**src/rtl/range_sample_loader.sv**
```systemverilog
// Buffers a burst-fed sample sequence and replays it gap-free to the RangeFinder,
// framed by one-cycle go/finish pulses, with a sticky overflow flag.
module range_sample_loader #(
    parameter int WIDTH = 10,
    parameter int DEPTH = 16
) (
    input  logic             clock,
    input  logic             reset,
    input  logic [WIDTH-1:0] in_data,
    input  logic             in_valid,
    input  logic             in_last,
    output logic             in_ready,
    output logic [WIDTH-1:0] data_out,
    output logic             go,
    output logic             finish,
    output logic             busy,
    output logic             overflow
);

    localparam int CW = $clog2(DEPTH + 1);
    localparam int AW = (DEPTH > 1) ? $clog2(DEPTH) : 1;
    localparam logic [CW-1:0] DEPTH_C = CW'(DEPTH);

    // S_DONE is the cycle finish is visible; in_ready stays low through it.
    typedef enum logic [1:0] {
        S_IDLE,
        S_FILL,
        S_PLAY,
        S_DONE
    } state_e;

    state_e           state_q, state_d;
    logic [CW-1:0]    count_q, count_d;
    logic [CW-1:0]    rd_ptr_q, rd_ptr_d;
    logic [WIDTH-1:0] data_out_q, data_out_d;
    logic             go_q, go_d;
    logic             finish_q, finish_d;
    logic             busy_q, busy_d;
    logic             overflow_q, overflow_d;

    logic [WIDTH-1:0] mem_q [DEPTH];
    logic             wr_en;
    logic [AW-1:0]    wr_addr;
    logic             accept;

    assign in_ready = (state_q == S_IDLE) || (state_q == S_FILL);
    assign accept   = in_valid && in_ready;

    always_comb begin
        // NOTE: every signal gets a default before the case so no path leaves it unassigned (no latches).
        state_d    = state_q;
        count_d    = count_q;
        rd_ptr_d   = rd_ptr_q;
        data_out_d = data_out_q;
        go_d       = 1'b0;
        finish_d   = 1'b0;
        busy_d     = 1'b0;
        overflow_d = overflow_q;
        wr_en      = 1'b0;
        wr_addr    = count_q[AW-1:0];

        unique case (state_q)
            S_IDLE: begin
                if (accept) begin
                    wr_en   = 1'b1;
                    wr_addr = '0;
                    count_d = CW'(1);
                    if (in_last) begin
                        state_d    = S_PLAY;
                        rd_ptr_d   = '0;
                        overflow_d = 1'b0;
                    end else begin
                        state_d = S_FILL;
                    end
                end
            end
            S_FILL: begin
                if (accept) begin
                    if (count_q == DEPTH_C) begin
                        // Buffer already full: drop the sample and the partial sequence.
                        overflow_d = 1'b1;
                        count_d    = '0;
                        state_d    = S_IDLE;
                    end else begin
                        wr_en   = 1'b1;
                        count_d = count_q + 1'b1;
                        if (in_last) begin
                            state_d    = S_PLAY;
                            rd_ptr_d   = '0;
                            overflow_d = 1'b0;
                        end
                    end
                end
            end
            S_PLAY: begin
                busy_d = 1'b1;
                if (rd_ptr_q < count_q) begin
                    data_out_d = mem_q[rd_ptr_q[AW-1:0]];
                    go_d       = (rd_ptr_q == '0);
                    rd_ptr_d   = rd_ptr_q + 1'b1;
                end else begin
                    finish_d = 1'b1;
                    state_d  = S_DONE;
                end
            end
            S_DONE: begin
                count_d  = '0;
                rd_ptr_d = '0;
                state_d  = S_IDLE;
            end
            default: state_d = S_IDLE;
        endcase
    end

    // NOTE: sequential state uses non-blocking assignments so all flops update together at the edge.
    always_ff @(posedge clock or negedge reset) begin
        if (!reset) begin
            state_q    <= S_IDLE;
            count_q    <= '0;
            rd_ptr_q   <= '0;
            data_out_q <= '0;
            go_q       <= 1'b0;
            finish_q   <= 1'b0;
            busy_q     <= 1'b0;
            overflow_q <= 1'b0;
        end else begin
            state_q    <= state_d;
            count_q    <= count_d;
            rd_ptr_q   <= rd_ptr_d;
            data_out_q <= data_out_d;
            go_q       <= go_d;
            finish_q   <= finish_d;
            busy_q     <= busy_d;
            overflow_q <= overflow_d;
        end
    end

    // NOTE: the sample store is not reset; count gates every read, so stale contents are never replayed.
    always_ff @(posedge clock) begin
        if (wr_en) begin
            mem_q[wr_addr] <= in_data;
        end
    end

    assign data_out = data_out_q;
    assign go       = go_q;
    assign finish   = finish_q;
    assign busy     = busy_q;
    assign overflow = overflow_q;

endmodule

```
**config.mk**
```make
export PLATFORM = sky130hd
export DESIGN_NAME = range_sample_loader
export DESIGN_NICKNAME = d
export VERILOG_FILES = /design/src/rtl/range_sample_loader.sv
export SDC_FILE = /design/constraint.sdc
export NUM_CORES = 1
export LEC_CHECK = 0
export BUFFER_PORTS_ARGS = -buffer_cell sky130_fd_sc_hd__buf_2
export CAP_MARGIN = 40
export CELL_PAD_IN_SITES_DETAIL_PLACEMENT = 1
export CELL_PAD_IN_SITES_GLOBAL_PLACEMENT = 2
export CORE_ASPECT_RATIO = 0.9
export CORE_UTILIZATION = 45
export CTS_CLUSTER_DIAMETER = 40
export DETAILED_ROUTE_END_ITERATION = 8
export PLACE_DENSITY_LB_ADDON = 0.1
export SYNTH_ARGS = -nofsm -noshare
export SYNTH_HDL_FRONTEND = slang
export SYNTH_SLANG_ARGS = --single-unit
```
**constraint.sdc**
```tcl
create_clock -name clock -period 3.95 [get_ports clock]
set_input_delay 0.79 -clock clock [delete_from_list [all_inputs] [get_ports clock]]
set_output_delay 0.79 -clock clock [all_outputs]
set_load 0.05 [all_outputs]
```
==> metrics <==
Area Growth Syn to Fin 14.3%; First-pass DRT Iterations 6; startpoint types flop; met1 Resource Use GR 0.311; Initial Util 0.466; Port Buffers 28; hold_ws 399 ps; fin nets between 400 and 500; Non-Filler Instances around 670; Worst-Skew Late Latency roughly 430 ps; number of max-cap violations 0; Final Slew Violations 0; HP Class primary input to async pin; Slowest-stage cell, CP dfrtp_1; combinational power share 0.236; Post-synth EDFFs 160; final-report hold violation count 0; R2R setup slack around 1300 ps; Rel. slew slack 0.456; worst path required time 4270 ps; post-synthesis cell area 0.00762 mm²; drt drc 0; RSZ-0062 raised after global routing false; Most Crowded Layer GR met2; pin count of the biggest net entering global routing 46; Detail Placement HPWL approximately 11000 µm; IO Count 29; Via density between 5 and 6; die width 139 µm; CP Cell Sequence ha_1, a21o_1, a31oi_4, o221ai_4, nor2_4, mux2_2; core box area around 0.016 mm²; syn nets 426; FF+latch count, synth 186; final setup violation count 0; Mean Syn Cell Area around 19 µm²; Leak 2.97 nW; Die ar. between 0.015 and 0.02 mm²; Final Cycle Share 0.682; clock power share 0.327; row count 44; # fillers 1485; area taken by multi-input logic gates about 0.002 mm²; Crit Path Max Fanout 15; Synth Instances just over 400; crit-path leading delay family flip-flops; post-route setup TNS 0 ps; dpl cells 641; Peak VDD IR 0.000332 V; Clock transition at path regs 70 ps; worst setup path class flop to flop; CTS Buf Count 17; Vias between 3000 and 4000; setup repair bufs after CTS 0; Seq/Total Area, Yosys 0.716; CP peak stage delay 720 ps; crit end category flop; Avg WL per Cell between 20 and 30 µm; clk sinks 186; routability congestion estimate 0.748; Sw Ratio 0.297; run status completed; CTS tree built; cts repair resizes 0; ANT cells 0; Internal 3.91 mW; ys async rst share 0.140; iteration-0 DRC count of the detailed router 367; vias in the first global route 4108; routing usage on met3 0.0494; most frequent cells in the layout edfxtp_1, mux4_2, buf_2; layout cells sized above 1 0.285; GRT Total Usage 0.211; total grt overflow 0; Die Y around 130 µm; min Tclk post-route 2700 ps; most common cell after layout, fill and taps aside edfxtp_1; first-pass GRT wire length 25800 µm; Worst Max-Slew Pin Slew 813 ps; Synth Flop Type edfxtp_1; met2 Usage GRT 0.314; post-route ant nets 0; fmax 0.371 GHz; Ys Warns 0; Power Density ~640 mW/mm²; root buffer cell clkbuf_16; final WL between 15000 and 20000 µm; overall power around 5.6 mW; number of antenna violations at the first check in global routing 0; proportion of power drawn by flip-flops and latches 0.437; Clock Tree Buf Depth 2; H-tree Lvls 4; clk_skew 6.97 ps; WP buf/inv 0; total area of sequential cells 0.00546 mm²; post-synthesis cell type count 48; critical path arrival 3010 ps; NetSw 1.65 mW; cts hold-fix bufs 0
-- final timing paths --
path	to	cells past startpoint	start
max	data_out[9]	6	rd_ptr_q[2]
min	rd_ptr_q[4]	1	reset
max reg2reg	data_out[9]	6	rd_ptr_q[2]
min reg2reg	data_out[9]	1	data_out[9]
max in group asynchronous	rd_ptr_q[1]	1	reset
min in group clock	data_out[9]	1	data_out[9]
-- per-layer routing --
metal,vias up,share of wire
met2,111,0.45
met1,2013,0.46
li1,1720,-
met4,0,0.012
met3,21,0.072
met5,-,0
-- flip-flops by register name, indices dropped and copies added (netlist names) --
name / flops
mem_q: 160
data_out: 10
count_q: 5
rd_ptr_q: 5
state_q: 2
busy: 1
finish: 1
go: 1
overflow: 1
-- worst register-to-register path, delay by kind of cell, from the launching register on --
| kind | cells | cell delay [ps] |
|---|---|---|
| flops | 1 | 720 |
| compound gates | 3 | 590 |
| simple gates | 1 | 490 |
| mux | 1 | 400 |
| fa+ha+maj | 1 | 390 |
-- synthesized netlist by cell type (2+ instances only) --
cell type | instances | share of area
and2_1 | 3 | 0.0025
o21ai_0 | 13 | 0.0085
nand3_2 | 2 | 0.0026
a22oi_1 | 17 | 0.017
buf_4 | 2 | 0.0020
a21oi_1 | 3 | 0.0020
o22ai_1 | 2 | 0.0016
nor2b_1 | 3 | 0.0025
mux2i_1 | 6 | 0.0079
inv_1 | 9 | 0.0044
buf_6 | 3 | 0.0044
o31ai_1 | 3 | 0.0030
o21ai_1 | 6 | 0.0039
nor2_1 | 23 | 0.011
o2111ai_1 | 2 | 0.0023
clkbuf_1 | 7 | 0.0035
ha_1 | 8 | 0.013
nand2_1 | 18 | 0.0089
dfrtp_1 | 26 | 0.085
mux4_1 | 10 | 0.034
edfxtp_1 | 160 | 0.63
mux4_2 | 28 | 0.083
mux2_4 | 9 | 0.018
buf_1 | 5 | 0.0025
a22o_1 | 3 | 0.0035
nand3_1 | 10 | 0.0066
buf_8 | 2 | 0.0039
-- stage by stage --
| stage | cell area [µm²] | util | setup WS [ps] |
|---|---|---|---|
| floorplan | 7620 | - | 1340 |
| detailed placement | 8070 | 0.493 | 1110 |
| finish | 8700 | 0.532 | 1250 |
| CTS | 8700 | 0.532 | 1250 |
| global route | 8700 | 0.532 | 1090 |
| global placement | 8030 | 0.491 | 1170 |
-- logic make-up (layout without fill, tap and decap cells) --
kind of cell / count (synthesis) / count (layout) / share of synthesized area
XOR/XNOR: 1 / 1 / 0.00115
AND/OR/NAND/NOR: 69 / 69 / 0.0503
flip-flops: 186 / 186 / 0.716
multiplexers: 54 / 54 / 0.144
AO/OA/AOI/OAI: 56 / 56 / 0.0531
buffers and inverters: 30 / 92 / 0.0218
adder cells (fa/ha/maj): 8 / 8 / 0.0131
-- power by group through the flow --
stage	sequential, mW	combinational, mW	clock, mW
3_3_place_gp	2.49	1.26	0
6_report	2.43	1.31	1.82
5_1_grt	2.45	1.41	1.91
2_1_floorplan	2.64	0.802	0
3_5_place_dp	2.47	1.32	0
4_1_cts	2.43	1.33	1.86
-- final cells by class --
class	count	area share
Sequential cell	186	0.627
Multi-Input combinational cell	188	0.229
Clock buffer	21	0.0541
Timing Repair Buffer	50	0.0365
Tap cell	207	0.0298
Clock inverter	11	0.0190
Inverter	10	0.00431
No activity file was read; power rests on OpenSTA's default activity.
